## src/rtl/fpu_addsub_seq.sv

```systemverilog
// fpu_addsub_seq: multi-cycle IEEE-style add/subtract with flush-to-zero inputs,
// round-to-nearest-even, and valid/ready handshakes on operands and result.
// Flow: IDLE -> ALIGN -> ADD -> NORM (iterative, one bit per cycle) -> ROUND -> DONE.
`timescale 1ns/1ps
module fpu_addsub_seq #(
  parameter int EW = 8,
  parameter int MW = 23
) (
  input  logic             clk,
  input  logic             rst,
  input  logic             in_valid,
  output logic             in_ready,
  input  logic [EW+MW:0]   a,
  input  logic [EW+MW:0]   b,
  input  logic             sub,
  output logic             out_valid,
  input  logic             out_ready,
  output logic [EW+MW:0]   z,
  output logic             ovf,
  output logic             unf,
  output logic             inv,
  output logic [2:0]       state_out
);

  localparam int W    = 1 + EW + MW;
  localparam int XW   = EW + 2;          // internal exponent, never wraps
  localparam int MAW  = MW + 5;          // {carry, hidden, frac, G, R, S}
  localparam int EMAX = (1 << EW) - 1;

  typedef enum logic [2:0] {
    S_IDLE  = 3'd0,
    S_ALIGN = 3'd1,
    S_ADD   = 3'd2,
    S_NORM  = 3'd3,
    S_ROUND = 3'd4,
    S_DONE  = 3'd5
  } state_t;

  localparam logic [W-1:0] NAN_Z = {1'b0, {EW{1'b1}}, 1'b1, {(MW-1){1'b0}}};

  state_t           state_q;
  logic [W-1:0]     a_q, b_q;
  logic             sb_q;              // effective sign of b (sub applied)
  logic             sign_q;            // result sign = sign of larger magnitude
  logic             sub_q;             // effective operation is a subtraction
  logic [XW-1:0]    exp_q;
  logic [MAW-1:0]   ma_q, mb_q;        // ma_q doubles as the working mantissa after ADD
  logic [W-1:0]     z_q;
  logic             ovf_q, unf_q, inv_q;

  assign in_ready  = (state_q == S_IDLE);
  assign out_valid = (state_q == S_DONE);
  assign z         = z_q;
  assign ovf       = ovf_q;
  assign unf       = unf_q;
  assign inv       = inv_q;
  assign state_out = state_q;

  // Operand classification, magnitude ordering and alignment of the smaller operand
  logic             sa;
  logic [EW-1:0]    ea_f, eb_f, big_e, sml_e;
  logic [MW-1:0]    fa_f, fb_f, big_f, sml_f;
  logic             a_zero, b_zero, a_inf, b_inf, a_big, big_s;
  logic [31:0]      d;
  logic [MAW-1:0]   full_b, mask_b, al_a, al_b;
  always_comb begin
    sa     = a_q[W-1];
    ea_f   = a_q[W-2:MW];
    eb_f   = b_q[W-2:MW];
    fa_f   = a_q[MW-1:0];
    fb_f   = b_q[MW-1:0];
    a_zero = (ea_f == '0);
    b_zero = (eb_f == '0);
    a_inf  = (ea_f == '1);
    b_inf  = (eb_f == '1);
    a_big  = ({ea_f, fa_f} >= {eb_f, fb_f});
    big_e  = a_big ? ea_f : eb_f;
    sml_e  = a_big ? eb_f : ea_f;
    big_f  = a_big ? fa_f : fb_f;
    sml_f  = a_big ? fb_f : fa_f;
    big_s  = a_big ? sa : sb_q;
    d      = 32'(big_e) - 32'(sml_e);
    al_a   = {2'b01, big_f, 3'b000};
    full_b = {2'b01, sml_f, 3'b000};
    mask_b = '0;
    if (d >= 32'(MW + 3)) begin
      // everything lands below S: only the sticky survives
      al_b = MAW'(1);
    end else begin
      mask_b = (MAW'(1) << d) - MAW'(1);
      al_b   = (full_b >> d) | MAW'(|(full_b & mask_b));
    end
  end

  // Mantissa add/subtract; ordering guarantees the difference is non-negative
  logic [MAW-1:0] sum;
  always_comb begin
    sum = sub_q ? (ma_q - mb_q) : (ma_q + mb_q);
  end

  // Round-to-nearest-even on the normalised mantissa, with post-round renormalise
  logic            rinc, rco;
  logic [MW+1:0]   rnd;
  logic [MW-1:0]   rfrac;
  logic [XW-1:0]   rexp;
  always_comb begin
    rinc  = ma_q[2] & (ma_q[1] | ma_q[0] | ma_q[3]);
    rnd   = ma_q[MAW-1:3] + (MW+2)'(rinc);
    rco   = rnd[MW+1];
    rfrac = rco ? rnd[MW:1] : rnd[MW-1:0];
    rexp  = exp_q + XW'(rco);
  end

  // Control FSM with registered result and flags
  always_ff @(posedge clk or posedge rst) begin
    if (rst) begin
      state_q <= S_IDLE;
      a_q     <= '0;
      b_q     <= '0;
      sb_q    <= 1'b0;
      sign_q  <= 1'b0;
      sub_q   <= 1'b0;
      exp_q   <= '0;
      ma_q    <= '0;
      mb_q    <= '0;
      z_q     <= '0;
      ovf_q   <= 1'b0;
      unf_q   <= 1'b0;
      inv_q   <= 1'b0;
    end else begin
      case (state_q)
        S_IDLE: begin
          if (in_valid) begin
            a_q     <= a;
            b_q     <= b;
            sb_q    <= b[W-1] ^ sub;
            state_q <= S_ALIGN;
          end
        end
        S_ALIGN: begin
          ovf_q <= 1'b0;
          unf_q <= 1'b0;
          inv_q <= 1'b0;
          if (a_inf || b_inf) begin
            if (a_inf && b_inf && (sa != sb_q)) begin
              z_q   <= NAN_Z;
              inv_q <= 1'b1;
            end else if (a_inf) begin
              z_q <= {sa, {EW{1'b1}}, {MW{1'b0}}};
            end else begin
              z_q <= {sb_q, {EW{1'b1}}, {MW{1'b0}}};
            end
            state_q <= S_DONE;
          end else if (a_zero && b_zero) begin
            z_q     <= {sa & sb_q, {(W-1){1'b0}}};
            state_q <= S_DONE;
          end else if (a_zero) begin
            z_q     <= {sb_q, b_q[W-2:0]};
            state_q <= S_DONE;
          end else if (b_zero) begin
            z_q     <= a_q;
            state_q <= S_DONE;
          end else begin
            sign_q  <= big_s;
            sub_q   <= sa ^ sb_q;
            exp_q   <= XW'(big_e);
            ma_q    <= al_a;
            mb_q    <= al_b;
            state_q <= S_ADD;
          end
        end
        S_ADD: begin
          if (sum == '0) begin
            z_q     <= '0;
            state_q <= S_DONE;
          end else begin
            ma_q    <= sum;
            state_q <= S_NORM;
          end
        end
        S_NORM: begin
          if (ma_q[MAW-1]) begin
            // carry out: the right shift always leaves the hidden bit set
            ma_q    <= {1'b0, ma_q[MAW-1:2], ma_q[1] | ma_q[0]};
            exp_q   <= exp_q + XW'(1);
            state_q <= S_ROUND;
          end else if (!ma_q[MAW-2]) begin
            if (exp_q > XW'(1)) begin
              ma_q  <= {ma_q[MAW-2:0], 1'b0};
              exp_q <= exp_q - XW'(1);
            end else begin
              z_q     <= {sign_q, {(W-1){1'b0}}};
              unf_q   <= 1'b1;
              state_q <= S_DONE;
            end
          end else begin
            state_q <= S_ROUND;
          end
        end
        S_ROUND: begin
          if (rexp >= XW'(EMAX)) begin
            z_q   <= {sign_q, {EW{1'b1}}, {MW{1'b0}}};
            ovf_q <= 1'b1;
          end else begin
            z_q <= {sign_q, rexp[EW-1:0], rfrac};
          end
          state_q <= S_DONE;
        end
        S_DONE: begin
          if (out_ready) state_q <= S_IDLE;
        end
        default: state_q <= S_IDLE;
      endcase
    end
  end

endmodule

```

## config.mk

```make
export PLATFORM = sky130hd
export DESIGN_NAME = fpu_addsub_seq
export DESIGN_NICKNAME = d
export VERILOG_FILES = /design/src/rtl/fpu_addsub_seq.sv
export SDC_FILE = /design/constraint.sdc
export NUM_CORES = 1
export LEC_CHECK = 0
export CAP_MARGIN = 30
export CORE_MARGIN = 4
export CORE_UTILIZATION = 31
export DETAILED_ROUTE_END_ITERATION = 6
export HOLD_SLACK_MARGIN = 0.05
export PLACE_DENSITY = 0.49
export SYNTH_ARGS = -nofsm -noshare
export SYNTH_HDL_FRONTEND = slang
export SYNTH_SLANG_ARGS = --single-unit
export TNS_END_PERCENT = 50
```

## constraint.sdc

```tcl
create_clock -name clk -period 12.7 [get_ports clk]
set_input_delay 1.27 -clock clk [delete_from_list [all_inputs] [get_ports clk]]
set_output_delay 1.27 -clock clk [all_outputs]
set_load 0.01 [all_outputs]
```

==> impl_results.md, run 1 <==
* Die W at 227 um
* HPWL after DPL at 41700 um
* Max-cap viol count at 0
* CP max FO at 32
* Crit path kind: flop to flop
* Most used cell, CP: a21o_1
* Number of routed nets with antenna violations at 0
* DRC violations left at 0
* Clock Skew at 0.0117 ns
* Setup-failing EPs final at 0
* Syn Nets at 2019
* Async S/R FF share, synth at 100%
* Most frequent cells in the layout: a21oi_1 (213), nand2_1 (201), nor2_1 (180), dfrtp_1 (169), o21ai_0 (127)
* WL met3 at 2970 um
* Layout Nets at 2047
* CP Capture Type: flop
* Least-Margin Pin Slew at 0.914 ns
* CTS clk-pin slew, worst paths at 0.07 ns
* Die height at 227 um
* Ys Warns at 0
* Syn Std Cell Area at 0.0149 sq mm
* Reg2reg path depth at 17
* Outcome: finished, final reports clean
* Cells along the critical path: or4_1 > nor4_1 > a21oi_1 > xnor2_1 > ha_1 > a21o_1 > a21o_1 > a21o_1 > a21o_1 > a21oi_1 > o221ai_2 > o31ai_1 > mux2_2 > a2111oi_0 > nand4_1 > nand2_2 > mux2_2
* Initial antenna violation count at 0
* Core box area at 0.0476 sq mm
* Final Hold Fails at 0
* Tmin final at 7.18 ns
* CTS tree: done
* Via Count at 14700
* Vias per cell at 5.78
* Routed wire length at 55300 um
* Worst skew pair latency at 0.46 ns
* Port Buf Inserts at 108
* EDFF count, synth at 0
* TritonCTS Buffers at 17
* Post-synthesis cell type count at 92
* Min-delay worst type: flop to flop
* RePlAce Congestion at 0.899
* Commonest non-fill, non-tap cell in the layout: a21oi_1
* Area Overhead vs Synth at 14.4%
* Initial Utilization at 31.3%
* Largest net degree at the start of global routing at 73
* Post-CTS sizing at 0
* Max-slew violation count at 0
* Fmax at 0.139 GHz
* CP max-delay cell: nand2_2
* Hold path depth at 1
* CP Launch Type: flop
* Wire length per cell at 21.8 um
* Worst rel slew slack at 38.5%
* WP data arrival at 7.53 ns
* Aggregate global routing overflow at 0
* Global-route wire length before repair at 84400 um
* # rows at 80
* Yosys top cell area share at 28.4%
* Mapped Cells at 1882
* Syn Area/Cell at 7.92 sq um
* Final TNS setup at 0 ns
* Routed met1 length at 26100 um
* Vias in the first global route at 13900
* Met2 wire len at 24800 um
* Synth Flop Type: dfrtp_1
* Biggest area consumer among synthesized cells: dfrtp_1
* Required @ worst endpoint at 13.04 ns
* Share of cells above drive strength 1 at 9.15%
* Highest metal used: met4
* Starting DRT DRC Count at 1162
* Drt first pass iters at 6
* Diode count at 0
* Synth Register Bits at 169
* CP max stage delay at 0.92 ns
* CTS root buf: clkbuf_16
* Synth top area cells: dfrtp_1 (28%), a21oi_1 (7.2%), ha_1 (5.6%), mux2_2 (5.4%), nand2_1 (5.1%)
* # IOs at 109
* Crit share post-route at 56.6%
* Die Area at 0.0517 sq mm
* H-tree depth at 4
* Seq/Total Area, Yosys at 28.4%
* Fill cell count at 5031
* Overall Global Routing Usage at 21.1%
* Clock Sinks at 169
* Clk buf depth at 2
* Post-CTS Setup Inserts at 0
* CTS Hold Bufs at 0
* Unrepaired setup endpoints after global routing: false
==> cell type report <==
| cell class | instances | area (sq um) | area share (%) |
|---|---|---|---|
| tap | 615 | 769 | 4.51 |
| clock inverter | 9 | 67.6 | 0.396 |
| inverter | 71 | 272 | 1.59 |
| sequential | 169 | 4230 | 24.8 |
| clock buffer | 23 | 468 | 2.74 |
| multi-input combinational | 1510 | 9880 | 57.9 |
| timing repair buffer | 141 | 1370 | 8.01 |
==> cells in the mapped netlist (21+ instances only) <==
master,instances
a21oi_1,213
nand2_1,202
nor2_1,181
dfrtp_1,169
o21ai_0,127
clkbuf_1,103
mux2_2,72
inv_1,69
ha_1,67
mux2i_1,56
xnor2_1,50
nor3_1,46
nand3_1,44
a31oi_1,36
o22ai_1,30
and3_1,23
a22oi_1,21
nand4_1,21
o221ai_1,21
==> stage by stage <==
step / worst slack [ns] / util (%) / std cells / hold WS (ns) / instance area [sq um]
2_1_floorplan: 6.85 / - / 1882 / 0.493 / 14900
4_1_cts: 5.62 / 35.7 / 2536 / 0.511 / 17000
6_report: 5.52 / 35.8 / 2538 / 0.507 / 17100
3_5_place_dp: 5.66 / 34.5 / 2504 / 0.496 / 16500
3_3_place_gp: 5.84 / 34.5 / 2503 / 0.492 / 16500
5_1_grt: 5.13 / 35.8 / 2538 / 0.526 / 17100
==> sequential cells by signal (all words and copies together), names as in the netlist <==
signal	flops
a_q	32
b_q	31
exp_q	10
inv	1
ma_q	28
mb_q	27
ovf	1
sb_q	1
sign_q	1
state_out	3
sub_q	1
unf	1
z	32
==> critical path: cells and delay by family (launching register included) <==
kind,cells,cell delay (ns)
simple gates,4,2.82
fa+ha+maj,1,0.34
flops,1,0.42
mux,2,0.79
xor+xnor,1,0.27
compound gates,9,2.36
==> per-layer routing <==
| layer | GRT usage, % | up-vias |
|---|---|---|
| met2 | 32.6 | 480 |
| li1 | - | 6986 |
| met5 | 0 | - |
| met1 | 30.6 | 7136 |
| met3 | 3.12 | 57 |
| met4 | 6.44 | 0 |
==> cell families after synthesis <==
| family | count (synthesis) | synth area share (%) |
|---|---|---|
| XOR/XNOR | 69 | 4.05 |
| buffers and inverters | 203 | 5.56 |
| multiplexers | 150 | 11.4 |
| flip-flops | 169 | 28.4 |
| AND/OR/NAND/NOR | 606 | 18.6 |
| adder cells (fa/ha/maj) | 68 | 5.76 |
| AO/OA/AOI/OAI | 617 | 26.2 |
==> path summary, 6_finish.rpt <==
check / from / to / slack (ns)
setup / recovery: mb_q[0]$_DFFE_PP0P_ / z[4]$_DFFE_PP0P_ / 5.52
hold / removal: z[2]$_DFFE_PP0P_ / z[2]$_DFFE_PP0P_ / 0.51
setup reg to reg: mb_q[0]$_DFFE_PP0P_ / z[4]$_DFFE_PP0P_ / 5.52
hold reg to reg: z[2]$_DFFE_PP0P_ / z[2]$_DFFE_PP0P_ / 0.51
max in group asynchronous: rst / b_q[2]$_DFFE_PP0P_ / 10.41
min in group asynchronous: rst / ovf$_DFFE_PP0P_ / 1.27
Power of run 1 is not shown: default switching activity piles up to over one toggle a cycle in this logic, so the estimate is an artifact.
==> run 2, diff against run 1 <==
==> constraint.sdc (replaced) <==
create_clock -name clk -period 6.75 [get_ports clk]
set_input_delay 0.675 -clock clk [delete_from_list [all_inputs] [get_ports clk]]
set_output_delay 0.675 -clock clk [all_outputs]
set_load 0.01 [all_outputs]
==> run 2 against run 1 <==
Via count rose by 1.1%. Non-clock buffer count increased by 9. Die area unchanged. Maximum frequency is 20% higher. Final cell count grew 0.35%. Critical endpoint is now z[16]$_DFFE_PP0P_. Largest cell class unchanged.
==> impl_results.md, run 2 (synthesized netlist as in run 1, its figures left out) <==
* Outcome: finished, final reports clean (unchanged)
* R2r setup slk at 0.78 ns (was 5.52 ns)
* # rows at 80 (unchanged)
* Commonest non-fill, non-tap cell in the layout: a21oi_1 (unchanged)
* Largest net degree at the start of global routing at 74 (was 73)
* CP max stage delay at 0.59 ns (was 0.92 ns)
* Via Count at 14800 (was 14700)
* WP data arrival at 6.32 ns (was 7.53 ns)
* Hold path depth at 1 (unchanged)
* Drt first pass iters at 6 (unchanged)
* CTS Hold Bufs at 0 (unchanged)
* Tmin final at 5.97 ns (was 7.18 ns)
* Least-Margin Pin Slew at 0.900 ns (was 0.914 ns)
* Fmax at 0.168 GHz (was 0.139 GHz)
* Post-CTS Setup Inserts at 0 (unchanged)
* Aggregate global routing overflow at 0 (unchanged)
* Layout Nets at 2056 (was 2047)
* CP max FO at 32 (unchanged)
* Clk buf depth at 2 (unchanged)
* Worst Min Path Start: z[8]$_DFFE_PP0P_ (was z[2]$_DFFE_PP0P_)
* Crit path kind: flop to flop (unchanged)
* Vias per cell at 5.82 (was 5.78)
* CP Capture Type: flop (unchanged)
* Initial antenna violation count at 1 (was 0)
* Max-cap viol count at 0 (unchanged)
* Worst Setup SP: mb_q[0]$_DFFE_PP0P_ (unchanged)
* Die Area at 0.0517 sq mm (unchanged)
* Die height at 227 um (unchanged)
* Routed wire length at 55500 um (was 55300 um)
* Share of cells above drive strength 1 at 9.78% (was 9.15%)
* Clock Skew at 0.0175 ns (was 0.0117 ns)
* R2r startpoint: mb_q[0]$_DFFE_PP0P_ (unchanged)
* Global-route wire length before repair at 85100 um (was 84400 um)
* Hold EP: z[8]$_DFFE_PP0P_ (was z[2]$_DFFE_PP0P_)
* CP max-delay cell: or4_1 (was nand2_2)
* CTS tree: done (unchanged)
* CTS clk-pin slew, worst paths at 0.07 ns (about the same)
* RR Endpoint: z[16]$_DFFE_PP0P_ (was z[4]$_DFFE_PP0P_)
* Unrepaired setup endpoints after global routing: false (unchanged)
* Starting DRT DRC Count at 1298 (was 1162)
* Vias in the first global route at 14300 (was 13900)
* Most frequent cells in the layout: a21oi_1 (213), nand2_1 (201), nor2_1 (180), dfrtp_1 (169), o21ai_0 (127) (unchanged)
* CTS root buf: clkbuf_16 (unchanged)
* Core box area at 0.0476 sq mm (unchanged)
* Required @ worst endpoint at 7.10 ns (was 13.04 ns)
* TritonCTS Buffers at 17 (unchanged)
* Max-slew violation count at 0 (unchanged)
* Worst rel slew slack at 39.2% (was 38.5%)
* Cells along the critical path: or4_1 > nor4_1 > nand4_1 > nor4_2 > nor2_1 > xnor2_1 > ha_1 > a21o_1 > or2_2 > a41oi_1 > nor2_1 > o21a_1 > o41ai_2 > mux2i_1 > a2111oi_1 > and2_1 > nand4_1 > nand2_2 > buf_4 > mux2_2 (was or4_1 > nor4_1 > a21oi_1 > xnor2_1 > ha_1 > a21o_1 > a21o_1 > a21o_1 > a21o_1 > a21oi_1 > o221ai_2 > o31ai_1 > mux2_2 > a2111oi_0 > nand4_1 > nand2_2 > mux2_2)
* Port Buf Inserts at 108 (unchanged)
* HPWL after DPL at 42300 um (was 41700 um)
* Diode count at 0 (unchanged)
* # IOs at 109 (unchanged)
* Reg2reg path depth at 20 (was 17)
* Min-delay worst type: flop to flop (unchanged)
* Initial Utilization at 31.3% (unchanged)
* Area Overhead vs Synth at 14.9% (was 14.4%)
* Die W at 227 um (unchanged)
* RePlAce Congestion at 0.899 (about the same)
* Clock Sinks at 169 (unchanged)
* CP Launch Type: flop (unchanged)
* Crit share post-route at 88.4% (was 56.6%)
* Fill cell count at 5034 (was 5031)
* Number of routed nets with antenna violations at 0 (unchanged)
* Setup-failing EPs final at 0 (unchanged)
* H-tree depth at 4 (unchanged)
* Final Hold Fails at 0 (unchanged)
* Worst skew pair latency at 0.47 ns (was 0.46 ns)
* Post-CTS sizing at 0 (unchanged)
* Overall Global Routing Usage at 21.2% (was 21.1%)
* Final TNS setup at 0 ns (unchanged)
* Wire length per cell at 21.8 um (about the same)
* DRC violations left at 0 (unchanged)
## run 2: changes by cell type in the layout (fill, tap and decap cells not counted), moves of 2 or more
cell / change
buf_4: +9
clkbuf_1: -4
clkinv_2: +2
clkinvlp_4: -2
inv_6: +3
## run 2: critical path, delay by kind of cell (launching register included)
| kind | cells | cell delay, ns |
|---|---|---|
| multiplexers | 2 | 0.52 |
| flip-flops | 1 | 0.41 |
| AND/OR/NAND/NOR | 10 | 2.72 |
| adder cells (fa/ha/maj) | 1 | 0.37 |
| buffers and inverters | 1 | 0.41 |
| XOR/XNOR | 1 | 0.15 |
| AO/OA/AOI/OAI | 5 | 1.23 |
## run 2: final cells by class
class | instances | area, sq um | area share [%]
clock buffers | 20 | 467 | 2.72
clock inverters | 12 | 88.8 | 0.519
inverters | 71 | 272 | 1.58
multi-input cells | 1510 | 9880 | 57.7
flip-flops and latches | 169 | 4230 | 24.7
well taps | 615 | 769 | 4.49
repair buffers | 150 | 1430 | 8.33
## run 2: worst max path at each step
| stage | endpoint | depth (start not counted) |
|---|---|---|
| 5_1_grt | z[4]$_DFFE_PP0P_ | 19 |
| 6_report | z[16]$_DFFE_PP0P_ | 20 |
| 3_3_place_gp | z[7]$_DFFE_PP0P_ | 19 |
| 2_1_floorplan | mb_q[0]$_DFFE_PP0P_ | 25 |
| 4_1_cts | z[16]$_DFFE_PP0P_ | 19 |
| 3_5_place_dp | z[16]$_DFFE_PP0P_ | 19 |
## run 2: metal layers
layer  routed length (um)  part of all wire, %  vias to the layer above  global-route usage (%)
met5                    0                    0                        -                       0
met4                 1160                  2.1                        0                    6.13
met3                 2710                  4.9                       69                    2.31
met2                25400                   46                      493                    33.6
met1                26200                   47                     7267                    30.7
li1                     -                    -                     6998                       -
## run 2: per-stage QoR
stage	std cells	area [sq um]	hold slack [ns]	setup WS, ns	utilization [%]
5_1_grt	2547	17100	0.525	0.288	36.0
3_3_place_gp	2512	16500	0.491	0.813	34.7
3_5_place_dp	2514	16500	0.496	0.824	34.7
2_1_floorplan	1882	14900	0.493	0.977	-
4_1_cts	2546	17100	0.512	0.781	35.9
6_report	2547	17100	0.506	0.781	36.0
Power of run 2 is left out for the same reason.
